`config.mk`:
```
export PLATFORM = sky130hd
export DESIGN_NAME = mesh_local_ni
export DESIGN_NICKNAME = d
export VERILOG_FILES = /design/src/rtl/mesh_local_ni.sv
export SDC_FILE = /design/constraint.sdc
export NUM_CORES = 1
export LEC_CHECK = 0
export CORE_MARGIN = 1.5
export CORE_UTILIZATION = 41
export CTS_BUF_LIST = sky130_fd_sc_hd__clkbuf_4 sky130_fd_sc_hd__clkbuf_8
export CTS_CLUSTER_DIAMETER = 60
export CTS_CLUSTER_SIZE = 8
export DETAILED_ROUTE_END_ITERATION = 12
export PLACE_DENSITY = 0.64
export RECOVER_POWER = 25
export SYNTH_ARGS = -nofsm -noshare
export SYNTH_HDL_FRONTEND = slang
export SYNTH_SLANG_ARGS = --single-unit
```
`constraint.sdc`:
```
create_clock -name clk -period 10.8 [get_ports clk]
set_input_delay 1.62 -clock clk [delete_from_list [all_inputs] [get_ports clk]]
set_output_delay 1.62 -clock clk [all_outputs]
set_load 0.005 [all_outputs]
```
`src/rtl/mesh_local_ni.sv`:
```
// Network interface for a mesh_router Local port: injection/ejection FIFOs, misroute filter, flush FSM.
// Optional traffic counters are enabled with `define NI_STATS_EN.

module mesh_local_ni_fifo #(
    parameter int WIDTH = 40,
    parameter int DEPTH = 4
) (
    input  logic             clk,
    input  logic             rst,
    input  logic             push_i,
    input  logic [WIDTH-1:0] din_i,
    input  logic             pop_i,
    output logic [WIDTH-1:0] dout_o,
    output logic             full_o,
    output logic             empty_o
);
    localparam int AW = $clog2(DEPTH);
    localparam logic [AW:0] PTR_ONE = {{AW{1'b0}}, 1'b1};

    logic [AW:0]      wrPtr_q, rdPtr_q;
    logic [WIDTH-1:0] mem_q [DEPTH];
    logic             doPush, doPop;

    generate
        if (DEPTH < 2 || (DEPTH & (DEPTH - 1)) != 0) begin : g_depthCheck
            $error("mesh_local_ni_fifo: DEPTH must be a power of 2 and >= 2");
        end
    endgenerate

    // Pointers carry one extra wrap bit so full and empty are distinguishable.
    assign empty_o = (wrPtr_q == rdPtr_q);
    assign full_o  = (wrPtr_q[AW] != rdPtr_q[AW]) && (wrPtr_q[AW-1:0] == rdPtr_q[AW-1:0]);
    assign doPush  = push_i & ~full_o;
    assign doPop   = pop_i & ~empty_o;
    assign dout_o  = empty_o ? '0 : mem_q[rdPtr_q[AW-1:0]];

    always_ff @(posedge clk) begin
        if (rst) begin
            wrPtr_q <= '0;
            rdPtr_q <= '0;
        end else begin
            if (doPush) wrPtr_q <= wrPtr_q + PTR_ONE;
            if (doPop)  rdPtr_q <= rdPtr_q + PTR_ONE;
        end
    end

    always_ff @(posedge clk) begin
        if (doPush) mem_q[wrPtr_q[AW-1:0]] <= din_i;
    end
endmodule

module mesh_local_ni #(
    parameter int DATA_WIDTH = 32,
    parameter int X_WIDTH    = 4,
    parameter int Y_WIDTH    = 4,
    parameter int ADDR_WIDTH = 8,
    parameter int INJ_DEPTH  = 4,
    parameter int EJ_DEPTH   = 4
) (
    input  logic                  clk,
    input  logic                  rst,
    input  logic [X_WIDTH-1:0]    router_x,
    input  logic [Y_WIDTH-1:0]    router_y,
    input  logic                  core_req_valid,
    output logic                  core_req_ready,
    input  logic [DATA_WIDTH-1:0] core_req_data,
    input  logic [X_WIDTH-1:0]    core_req_dst_x,
    input  logic [Y_WIDTH-1:0]    core_req_dst_y,
    output logic [DATA_WIDTH-1:0] inj_data,
    output logic [ADDR_WIDTH-1:0] inj_addr,
    output logic                  inj_valid,
    input  logic                  inj_ready,
    input  logic [DATA_WIDTH-1:0] ej_data,
    input  logic [ADDR_WIDTH-1:0] ej_addr,
    input  logic                  ej_valid,
    output logic                  ej_ready,
    output logic                  core_rsp_valid,
    input  logic                  core_rsp_ready,
    output logic [DATA_WIDTH-1:0] core_rsp_data,
    output logic [ADDR_WIDTH-1:0] core_rsp_src,
    input  logic                  flush,
    output logic                  flush_done,
    output logic                  misroute_err
`ifdef NI_STATS_EN
    ,
    output logic [15:0]           inj_cnt,
    output logic [15:0]           ej_cnt,
    output logic [15:0]           drop_cnt
`endif
);
    localparam int FW = ADDR_WIDTH + DATA_WIDTH;

    typedef enum logic [1:0] {RUN, DRAIN, DONE} state_t;

    state_t          state_q, state_d;
    logic            misroute_q;
    logic [FW-1:0]   injHead, ejHead;
    logic            injFull, injEmpty, ejFull, ejEmpty;
    logic            injPush, injPop, ejAccept, ejHit, ejPush, ejDrop, rspPop;
    logic [ADDR_WIDTH-1:0] ownAddr;

    generate
        if (ADDR_WIDTH != X_WIDTH + Y_WIDTH) begin : g_addrCheck
            $error("mesh_local_ni: ADDR_WIDTH must equal X_WIDTH + Y_WIDTH");
        end
    endgenerate

    assign ownAddr  = {router_y, router_x};
    assign injPush  = core_req_valid & core_req_ready;
    assign injPop   = inj_valid & inj_ready;
    assign ejAccept = ej_valid & ej_ready;
    assign ejHit    = (ej_addr == ownAddr);
    assign ejPush   = ejAccept & ejHit;
    assign ejDrop   = ejAccept & ~ejHit;
    assign rspPop   = core_rsp_valid & core_rsp_ready;

    mesh_local_ni_fifo #(.WIDTH(FW), .DEPTH(INJ_DEPTH)) u_injFifo (
        .clk     (clk),
        .rst     (rst),
        .push_i  (injPush),
        .din_i   ({core_req_dst_y, core_req_dst_x, core_req_data}),
        .pop_i   (injPop),
        .dout_o  (injHead),
        .full_o  (injFull),
        .empty_o (injEmpty)
    );

    mesh_local_ni_fifo #(.WIDTH(FW), .DEPTH(EJ_DEPTH)) u_ejFifo (
        .clk     (clk),
        .rst     (rst),
        .push_i  (ejPush),
        .din_i   ({ej_addr, ej_data}),
        .pop_i   (rspPop),
        .dout_o  (ejHead),
        .full_o  (ejFull),
        .empty_o (ejEmpty)
    );

    assign inj_valid      = ~injEmpty;
    assign inj_addr       = injHead[FW-1:DATA_WIDTH];
    assign inj_data       = injHead[DATA_WIDTH-1:0];
    assign ej_ready       = ~ejFull;
    assign core_rsp_valid = ~ejEmpty;
    assign core_rsp_src   = ejHead[FW-1:DATA_WIDTH];
    assign core_rsp_data  = ejHead[DATA_WIDTH-1:0];
    assign misroute_err   = misroute_q;

    always_ff @(posedge clk) begin
        if (rst) begin
            state_q    <= RUN;
            misroute_q <= 1'b0;
        end else begin
            state_q    <= state_d;
            if (ejDrop) misroute_q <= 1'b1;
        end
    end

    // Flush blocks new requests until everything already queued has left toward the router.
    always_comb begin
        state_d        = state_q;
        core_req_ready = 1'b0;
        flush_done     = 1'b0;
        case (state_q)
            RUN: begin
                core_req_ready = ~injFull;
                if (flush) state_d = DRAIN;
            end
            DRAIN: begin
                if (injEmpty) state_d = DONE;
            end
            DONE: begin
                flush_done = 1'b1;
                state_d    = RUN;
            end
            default: state_d = RUN;
        endcase
    end

`ifdef NI_STATS_EN
    logic [15:0] injCnt_q, ejCnt_q, dropCnt_q;

    always_ff @(posedge clk) begin
        if (rst) begin
            injCnt_q  <= '0;
            ejCnt_q   <= '0;
            dropCnt_q <= '0;
        end else begin
            if (injPop && injCnt_q != 16'hFFFF)  injCnt_q  <= injCnt_q + 16'd1;
            if (ejPush && ejCnt_q != 16'hFFFF)   ejCnt_q   <= ejCnt_q + 16'd1;
            if (ejDrop && dropCnt_q != 16'hFFFF) dropCnt_q <= dropCnt_q + 16'd1;
        end
    end

    assign inj_cnt  = injCnt_q;
    assign ej_cnt   = ejCnt_q;
    assign drop_cnt = dropCnt_q;
`endif
endmodule

```
== Word-level counts from Yosys, hierarchy flattened ==
Memories as Yosys holds them, arrays and structs flattened. A register that Yosys moved wholly into a read port is not among the register bits.
Cells that the tools add are included.
Cells by class
  bitwise operators: 15
  mux-type cells: 15
  $add $sub $neg: 4
  reductions and logical operators: 4
  equality and inequality tests: 11
Operators by type and width (count)
  2-to-1 mux 40 bit: 2
  adder 3 x 1 -> 3 bit (second input constant): 4
  2-to-1 mux 2 bit: 6
  bitwise AND 1 bit: 10
  == test 8 bit: 1
  == test 3 bit: 2
  2-to-1 mux 1 bit: 6
  NOT 1 bit: 5
  == test 2 bit: 2
  case mux 2 bit (2 select lines): 1
  == test 2 x 1 -> 1 bit (second input constant): 1
  == test 2 bit (second input constant): 1
  logical AND 1 bit: 2
  logical NOT 2 bit: 1
  != test 1 bit: 2
  != test 2 x 1 -> 1 bit (second input constant): 1
  != test 2 bit (second input constant): 1
  AND reduction 2 bit: 1
Word-level totals
  input bits: 95
  memories kept: 2
  word-level logic and storage cells: 57
  bits in writable memories: 320
  output and inout port bits: 86
  bits in registers: 15
Memory list
  u_ejFifo.mem_q: depth 4, width 40, rd ports 1, clocked after Yosys merged registers in 1, wr ports 1, line 21  | logic [WIDTH-1:0] mem_q [DEPTH];
  u_injFifo.mem_q: depth 4, width 40, rd ports 1, clocked after Yosys merged registers in 1, wr ports 1, line 21

== Logic depth before layout (Yosys ltp) ==
Gate-level depths: netlist of run 1.
  word-level depth: 8
  mapped depth: 5
  gate-level depth less buffers: 5

== By module ==
A second synthesis of run 1 with hierarchy kept.
Unflattened totals
  cells, all modules: 675
  area, all modules: 13516.7 µm²
Modules (own cells, without submodules)
  mesh_local_ni_fifo: cells each 322, area each 6640.1 µm², times used 2, seq. area each 4964.8 µm²
  mesh_local_ni: cells each 31, area each 236.5 µm², times used 1, seq. area each 60.1 µm²

== Least setup slack after synthesis of run 1 ==
No wires, ideal clock.
  path kind: input-to-reg
  start point: input core_req_valid
  end point: memory u_injFifo.mem_q[3][0] (enable)
  library setup time: 516 ps
  path buffers: 0
  data required time: 10284 ps
  data arrival time: 4851 ps
  stages: 2
  setup slack: 5433 ps
  cells stage by stage: nand2_1 -> a311oi_1
On the way
  cells in the longest elaborated chain, start to end: 4
Ends and longest elaborated chain
  from (decl): line 64  | input logic core_req_valid,
  bitwise AND 1 bit: line 109  | assign injPush = core_req_valid & core_req_ready;
  bitwise AND 1 bit: line 33  | assign doPush = push_i & ~full_o;
  2-to-1 mux 1 bit: line 48  | if (doPush) mem_q[wrPtr_q[AW-1:0]] <= din_i;
  2-to-1 mux 1 bit (implied by the code): line 48
  to (decl): line 21
No other way between the ends.

== Worst setup path in the final report of run 1 ==
  start point: register u_ejFifo.wrPtr_q[1]
  end point: output core_rsp_data[8]
On the way
  cells in the longest elaborated chain, start to end: 2
Ends and longest elaborated chain
  from (decl): line 20  | logic [AW:0] wrPtr_q, rdPtr_q;
  from (signal assigned): line 42  | if (doPush) wrPtr_q <= wrPtr_q + PTR_ONE;
  == test 3 bit: line 31  | assign empty_o = (wrPtr_q == rdPtr_q);
  2-to-1 mux 40 bit: line 35  | assign dout_o = empty_o ? '0 : mem_q[rdPtr_q[AW-1:0]];
  to (decl): line 79  | output logic [DATA_WIDTH-1:0] core_rsp_data,
No other way between the ends.

==> reports/metrics.csv, run 1 <==
metric,value,unit
status,"complete, no violations",
syn avg cell area,21.1,µm²
uppermost layer routed,met5,
crit end category,primary output,
"Design Area, Final",0.0163,mm²
count of final hold-check violations,0,
Yosys reg bits,339,
vias in the first global route,6948,
met3 wire len,2.05,mm
Avg WL per Cell,20.2,µm
top_reg_cell synth,edfxtp_1,
post-DP HPWL,14.5,mm
post-synth top area share,73.0,%
Root Driver,clkbuf_8,
core area,0.0316,mm²
wire length of the first global-routing pass,39.5,mm
Worst EP arrival,2850,ps
"most common cell after layout, fill and taps aside",edfxtp_1,
critical path data required time,9180,ps
io pins,181,
DR vias,6486,
pin count of the biggest net entering global routing,43,
post-route minimum period,4470,ps
Gate Count Post-Synth,624,
drt pass-1 iters,6,
All-Layer GR Usage,15.8,%
Ys Warns,0,
fill cell count,2578,
CTS Buf Count,48,
TritonCTS clock tree,yes,
Post-CTS Resized,0,
gr ovfl total,0,
unrepaired setup endpoints after global routing,false,
initial antenna violation count,6,
initial core utilization,41.7,%
Slew HR,23.9,%
Peak Freq,224,MHz
setup bufs post-CTS,0,
syn_nets,729,
clock-pin slew on the worst setup and hold paths,60,ps
Clock Latency Late Sink,560,ps
die height,182,µm
Post-Route WL,25.5,mm
sequential-to-total area share from yosys stat,75.9,%
"FFs w/ async S/R, synth",0,%
final setup violation count,0,
most frequent cells in the layout,"edfxtp_1 (320), clkdlybuf4s50_1 (129), mux4_2 (80), and2_1 (80), dlygate4sd3_1 (51)",
Pleak,5.19,nW
Mapped Area,0.0132,mm²
clk buf depth,3,
cell taking the most area after synthesis,edfxtp_1,
Placer Congestion,0.686,
"Hold-fix buffers, CTS",0,
Worst Hold Class,register to register,
share of cells above drive strength 1,21.2,%
Sink Count,339,
Post-synth EDFFs,320,
Crit Path Max Fanout,41,
WL met2,12.0,mm
Row Count,65,
Layout Cells excl Fill,1261,
nets@finish,939,
Critical Path Source Type,register,
dpl cell area,0.0154,mm²
Post-Place Worst Slack,6060,ps
CTS H-tree lvls,2,
placed cells,1186,
Slew Limit Fails,0,
Synth cell types,37,
Setup Crit Path Kind,register to primary output,
Final Skew,25.4,ps
fin crit share,41.4,%
Peak VDD IR,0.136,mV
drt drc,0,
Vias/cell,5.14,
Min Hold Slack,453,ps
Fin Setup TNS,0,ps
pwr dens,194,mW/mm²
IO Port Bufs,180,
remaining antenna violation count,0,
top post-synthesis cells by area,"edfxtp_1 (73%), mux4_2 (14%), and2_1 (3.9%), dfxtp_1 (2.9%), xnor2_1 (1.1%)",
Die Area,0.0332,mm²
wire length on met1,10.9,mm
number of DRC markers in iteration 0,447,
Die Wd,182,µm
Syn-to-layout area delta,23.8,%
Slew @ Worst Pin,1140,ps
worst setup margin,6330,ps
max cap viols,0,
[cell usage after synthesis (all sizes together) (3+ instances only)]
library cell / instances
edfxtp: 320
and2: 87
mux4: 80
clkbuf: 19
dfxtp: 19
xnor2: 16
nor2: 14
ha: 10
buf: 9
xor2: 9
inv: 8
mux2i: 3
nand2: 3
[routing by layer]
metal	track usage (%)	up-vias
met3	5.51	55
li1	-	2904
met2	25.3	219
met4	4.17	8
met1	20.5	3300
met5	0	-
[per-stage QoR]
step | util [%] | power [mW]
2_1_floorplan | - | 1.91
3_3_place_gp | 48.9 | 2.27
3_5_place_dp | 48.9 | 2.28
4_1_cts | 51.6 | 3.21
5_1_grt | 51.6 | 3.32
6_report | 51.7 | 3.16
[state kept, by name, summed over array words and instances, names as in the netlist, named ones only]
name	count
u_ejFifo.mem_q	160
u_injFifo.mem_q	160
u_ejFifo.rdPtr_q	3
u_ejFifo.wrPtr_q	3
u_injFifo.rdPtr_q	3
u_injFifo.wrPtr_q	3
state_q	2
misroute_err	1
[worst paths after layout]
path	start	slack (ps)	endpoint	cells after the start
max	u_ejFifo.wrPtr_q[1]	6330	core_rsp_data[8]	4
min reg2reg	misroute_err	450	misroute_err	2
max reg2reg	u_ejFifo.wrPtr_q[1]	8150	u_ejFifo.mem_q[0][7]	4
min	misroute_err	450	misroute_err	2
[final cells by class]
cell class	instances	area, µm²	area share (%)
inverter	8	30.0	0.184
sequential	339	9990	61.3
antenna	4	10.0	0.0614
clock inverter	3	27.5	0.169
timing repair buffer	188	1860	11.4
multi-input combinational	249	3060	18.8
tap	402	503	3.09
clock buffer	68	817	5.01
[power breakdown]
| part | leakage, nW | internal, mW | total [mW] | switching [mW] |
|---|---|---|---|---|
| clock network | 0.456 | 0.481 | 0.924 | 0.443 |
| registers | 3.05 | 1.51 | 1.54 | 0.0242 |
| logic | 1.68 | 0.393 | 0.695 | 0.302 |
[cell families after synthesis]
group	count (synthesis)	synth area share, %
flip-flops	339	75.9
AND/OR/NAND/NOR	118	5.48
multiplexers	85	14.1
buffers and inverters	36	1.11
XOR/XNOR	25	1.78
AO/OA/AOI/OAI	11	0.694
adder cells (fa/ha/maj)	10	0.950
[worst max-delay path, stage by stage, from the launching register on]
cell,delay (ps)
dfxtp_1,480
xnor2_1,180
nand3_2,690
and2_1,440
clkdlybuf4s50_1,470
Power figures use the tool's default switching activity.
==> run 2, diff against run 1 <==
==> constraint.sdc (replaced) <==
create_clock -name clk -period 4.6 [get_ports clk]
set_input_delay 0.69 -clock clk [delete_from_list [all_inputs] [get_ports clk]]
set_output_delay 0.69 -clock clk [all_outputs]
set_load 0.005 [all_outputs]
==> run 2 against run 1 <==
Non-clock buffer count is 9 higher. Clock-buffer cell count is 2 lower. Clock skew is 1.6 ps higher. Critical path type unchanged. Via count is 0.79% lower. Largest power group unchanged. Worst hold slack better by 2.6 ps. Largest cell class unchanged.
==> reports/metrics.csv, run 2 (same netlist as run 1, synthesis figures left out) <==
metric,value,unit
Flop pwr share,49.5,%
Worst EP arrival,2900,ps
setup bufs post-CTS,0,
Logic pwr share,21.7,%
All-Layer GR Usage,15.4,%
hold-critical path depth,2,
count of final hold-check violations,0,
IO Port Bufs,180,
CTS H-tree lvls,2,
Final Skew,27.0,ps
most frequent cells in the layout,"edfxtp_1 (320), clkdlybuf4s50_1 (131), mux4_2 (80), and2_1 (80)",
Root Driver,clkbuf_8,
TritonCTS clock tree,yes,
Sw Pwr,1.79,mW
clk buf depth,3,
wire length of the first global-routing pass,39.0,mm
drt drc,0,
nets@finish,948,
pwr dens,451,mW/mm²
Die Area,0.0332,mm²
Slew @ Worst Pin,1090,ps
crit end category,primary output,
Placer Congestion,0.686,
Worst Hold Class,register to register,
Peak VDD IR,0.286,mV
"most common cell after layout, fill and taps aside",edfxtp_1,
Peak Freq,279,MHz
Syn-to-layout area delta,24.7,%
Post-CTS Resized,0,
die height,182,µm
Pleak,5.24,nW
clock-pin slew on the worst setup and hold paths,60,ps
post-route minimum period,3590,ps
Setup Crit Path Kind,register to primary output,
"Hold-fix buffers, CTS",0,
Avg WL per Cell,20.0,µm
Die Wd,182,µm
Sw Share,24.2,%
post-DP HPWL,15.9,mm
clock share of power,28.8,%
CTS Buf Count,48,
Slew Limit Fails,0,
pin count of the biggest net entering global routing,42,
worst r2r path cells,4,
share of cells above drive strength 1,21.8,%
P_int,5.61,mW
Post-Route WL,25.4,mm
initial antenna violation count,6,
gr ovfl total,0,
drt pass-1 iters,5,
number of DRC markers in iteration 0,351,
remaining antenna violation count,0,
Slew HR,27.5,%
max cap viols,0,
Clock Latency Late Sink,550,ps
io pins,181,
fin crit share,78.0,%
Crit Path Max Fanout,19,
critical path data required time,3910,ps
vias in the first global route,7028,
final setup violation count,0,
unrepaired setup endpoints after global routing,false,
Vias/cell,5.07,
initial core utilization,41.7,%
Critical Path Source Type,register,
Row Count,65,
Fin Setup TNS,0,ps
Pwr Total,7.40,mW
core area,0.0316,mm²
status,"complete, no violations",
Sink Count,339,
DR vias,6435,
## run 2: cell count changes in the layout (fill, tap and decap cells not counted), sizes merged
cell           before  now
dlygate4sd3        51   49
clkbuf             68   66
clkinvlp            0    1
inv                10    9
diode               4    6
clkdlybuf4s50     129  131
buf                 8   17
## run 2: through the flow
step                      worst slack, ps  hold slack, ps  cells  cell area, µm²  utilization [%]
after floorplan                      93.9             425    624           13200                -
after global placement               1060             443   1195           15600             49.4
after detailed placement              999             443   1195           15600             49.4
after CTS                             907             458   1264           16400             52.0
after global routing                  783             476   1266           16400             52.0
final                                1010             456   1270           16400             52.0
## run 2: worst max-delay path: stages, from the launching register on
cell             delay (ps)
dfxtp_2                 790
buf_4                   390
mux4_2                  520
and2_1                  160
clkdlybuf4s50_1         470
## run 2: power by group through the flow
stage	registers (mW)	clock network, mW	logic, mW
2_1_floorplan	3.65	0	0.824
3_3_place_gp	3.73	0	1.64
3_5_place_dp	3.74	0	1.64
4_1_cts	3.67	2.19	1.66
5_1_grt	3.69	2.32	1.75
6_report	3.66	2.13	1.60
## run 2: per-layer routing
metal / global-route usage, % / vias up / part of all wire [%]
li1: - / 2917 / -
met1: 19.0 / 3267 / 42
met2: 25.9 / 202 / 48
met3: 5.73 / 43 / 8.3
met4: 3.87 / 6 / 1.4
met5: 0 / - / 0.11
## run 2: area by class of cell
type / count / area [µm²]
diodes: 6 / 15.0
clock buffers: 66 / 802
clock inverters: 3 / 21.3
fillers: 2512 / 15100
inverters: 8 / 30.0
multi-input cells: 249 / 3060
flip-flops and latches: 339 / 9990
well taps: 402 / 503
repair buffers: 197 / 1990
## run 2: worst paths after layout
path	endpoint	slack (ps)	from
min reg2reg	misroute_err	460	misroute_err
max reg2reg	u_injFifo.mem_q[1][31]	2120	state_q[1]
max	core_rsp_data[22]	1010	register
min	misroute_err	460	misroute_err
==> run 3, diff against run 2 <==
--- a/config.mk
+++ b/config.mk
@@ -11,7 +11,7 @@
 export CTS_CLUSTER_DIAMETER = 60
 export CTS_CLUSTER_SIZE = 8
 export DETAILED_ROUTE_END_ITERATION = 12
-export PLACE_DENSITY = 0.64
+export PLACE_DENSITY = 0.66
 export RECOVER_POWER = 25
 export SYNTH_ARGS = -nofsm -noshare
 export SYNTH_HDL_FRONTEND = slang
==> constraint.sdc (replaced) <==
create_clock -name clk -period 3.1 [get_ports clk]
set_input_delay 0.465 -clock clk [delete_from_list [all_inputs] [get_ports clk]]
set_output_delay 0.465 -clock clk [all_outputs]
set_load 0.005 [all_outputs]
==> run 3 against run 2 <==
Clock-buffer cell count rose by 7. Core utilization rose by 0.72 points. Sequential share of layout area decreased by 0.83 points. Via count is essentially flat. Setup slack got worse by 820 ps. Sequential power increased by 46%. Combinational power grew 56%. Flip-flop and latch count stayed put. Register-to-register slack got worse by 1200 ps. Global-route usage increased by 0.12 points. Largest cell class unchanged.
==> reports/metrics.csv, run 3 (same netlist as run 1, synthesis figures left out) <==
metric,value,unit
status,"complete, no violations",
pin count of the biggest net entering global routing,42,
Slew HR,49.7,%
Setup Crit Path Kind,register to primary output,
Layout Cells excl Fill,1280,
fin crit share,93.8,%
count of final hold-check violations,0,
share of cells above drive strength 1,23.2,%
Placer Congestion,0.697,
Row Count,65,
Sw Share,23.8,%
Slew @ Worst Pin,752,ps
CTS H-tree lvls,2,
placed cells,1200,
drt pass-1 iters,6,
Die Wd,182,µm
die height,182,µm
fill cell count,2496,
number of DRC markers in iteration 0,347,
IO Port Bufs,180,
Fin Setup TNS,0,ps
Root Driver,clkbuf_8,
Pleak,5.32,nW
initial antenna violation count,7,
critical path data required time,2630,ps
remaining antenna violation count,0,
Worst Hold Class,register to register,
initial core utilization,41.7,%
crit end category,primary output,
P_int,8.47,mW
drt drc,0,
wire length of the first global-routing pass,39.4,mm
Post-Route WL,25.1,mm
Avg WL per Cell,19.6,µm
clock-pin slew on the worst setup and hold paths,60,ps
Vias/cell,5.03,
DR vias,6436,
post-DP HPWL,15.5,mm
max cap viols,0,
Critical Path Source Type,register,
post-route minimum period,2910,ps
final setup violation count,0,
nets@finish,954,
Syn-to-layout area delta,26.4,%
pwr dens,668,mW/mm²
Sw Pwr,2.65,mW
Logic pwr share,22.4,%
clock share of power,29.6,%
Crit Path Max Fanout,31,
Peak Freq,344,MHz
All-Layer GR Usage,15.6,%
CTS Buf Count,49,
Die Area,0.0332,mm²
CP peak stage delay,510,ps
Peak VDD IR,0.471,mV
vias in the first global route,7039,
gr ovfl total,0,
clk buf depth,3,
core area,0.0316,mm²
"Hold-fix buffers, CTS",0,
most frequent cells in the layout,"edfxtp_1 (320), clkdlybuf4s50_1 (129), mux4_2 (80), and2_1 (80)",
sequence of cells on the critical path,"xor2_2, nor3_1, inv_1, buf_6, and2_1, clkdlybuf4s50_1",
Worst EP arrival,2440,ps
io pins,181,
Clock Latency Late Sink,550,ps
TritonCTS clock tree,yes,
slowest cell on the critical path,clkdlybuf4s50_1,
"most common cell after layout, fill and taps aside",edfxtp_1,
Final Skew,15.5,ps
Flop pwr share,48.0,%
Slew Limit Fails,0,
Sink Count,339,
==> run 3: cell count changes in the layout (fill, tap and decap cells not counted), moves of 2 or more <==
cell	previous run	this run
diode_2	6	2
buf_12	5	14
xor2_1	7	5
xor2_2	2	4
clkbuf_8	49	51
clkdlybuf4s50_1	131	129
dlygate4sd3_1	49	51
buf_4	12	7
clkbuf_4	17	22
==> run 3: final cells by class <==
type	instances	area, µm²	share of cell area (%)
clock inverters	5	28.8	0.173
well taps	402	503	3.02
flip-flops and latches	339	10000	60.1
repair buffers	202	2150	12.9
multi-input cells	249	3070	18.4
clock buffers	73	867	5.21
inverters	8	30.0	0.180
diodes	2	5.00	0.0301
==> run 3: worst paths after layout <==
| kind | from | endpoint | slack, ps | depth (start not counted) |
|---|---|---|---|---|
| hold / removal | misroute_err | misroute_err | 450 | 2 |
| setup reg to reg | u_ejFifo.wrPtr_q[0] | u_ejFifo.mem_q[2][2] | 940 | 5 |
| setup / recovery | u_injFifo.wrPtr_q[2] | inj_data[11] | 190 | 6 |
| hold reg to reg | misroute_err | misroute_err | 450 | 2 |
==> run 3: routing by layer <==
metal  share of wire, %  track usage [%]  vias to the layer above
li1                   -                -                     2932
met2                 48             25.7                      209
met3                8.8             5.79                       47
met1                 42             19.5                     3240
met4                1.5             3.90                        8
met5               0.20                0                        -
==> run 3: worst max-delay path: cells and delay by family (launching register included) <==
| kind | cells | cell delay (ps) |
|---|---|---|
| xor+xnor | 1 | 350 |
| buf+inv | 3 | 840 |
| simple gates | 2 | 310 |
| flops | 1 | 380 |
==> run 3: timing repair <==
item / in CTS / in global routing
endpoints found under the setup margin: 29 / 29
resized for setup: 1 / 3
buffers inserted: 0 / 0
==> run 3: power groups by stage <==
stage | combinational [mW] | sequential (mW) | clock (mW)
final | 2.49 | 5.34 | 3.29
after detailed placement | 2.54 | 5.44 | 0
after global routing | 2.74 | 5.36 | 3.59
after CTS | 2.57 | 5.34 | 3.41
after global placement | 2.54 | 5.43 | 0
after floorplan | 1.23 | 5.42 | 0
==> run 3: metrics by stage <==
step / worst slack [ps] / utilization (%) / total power, mW / area, µm² / hold WS (ps)
after floorplan: 165 / - / 6.65 / 13200 / 425
after global routing: -0.366 / 52.7 / 11.7 / 16600 / 491
after CTS: 41.6 / 52.7 / 11.3 / 16600 / 452
after global placement: 249 / 49.8 / 7.97 / 15700 / 437
after detailed placement: 202 / 49.8 / 7.98 / 15700 / 444
final: 191 / 52.7 / 11.1 / 16600 / 447
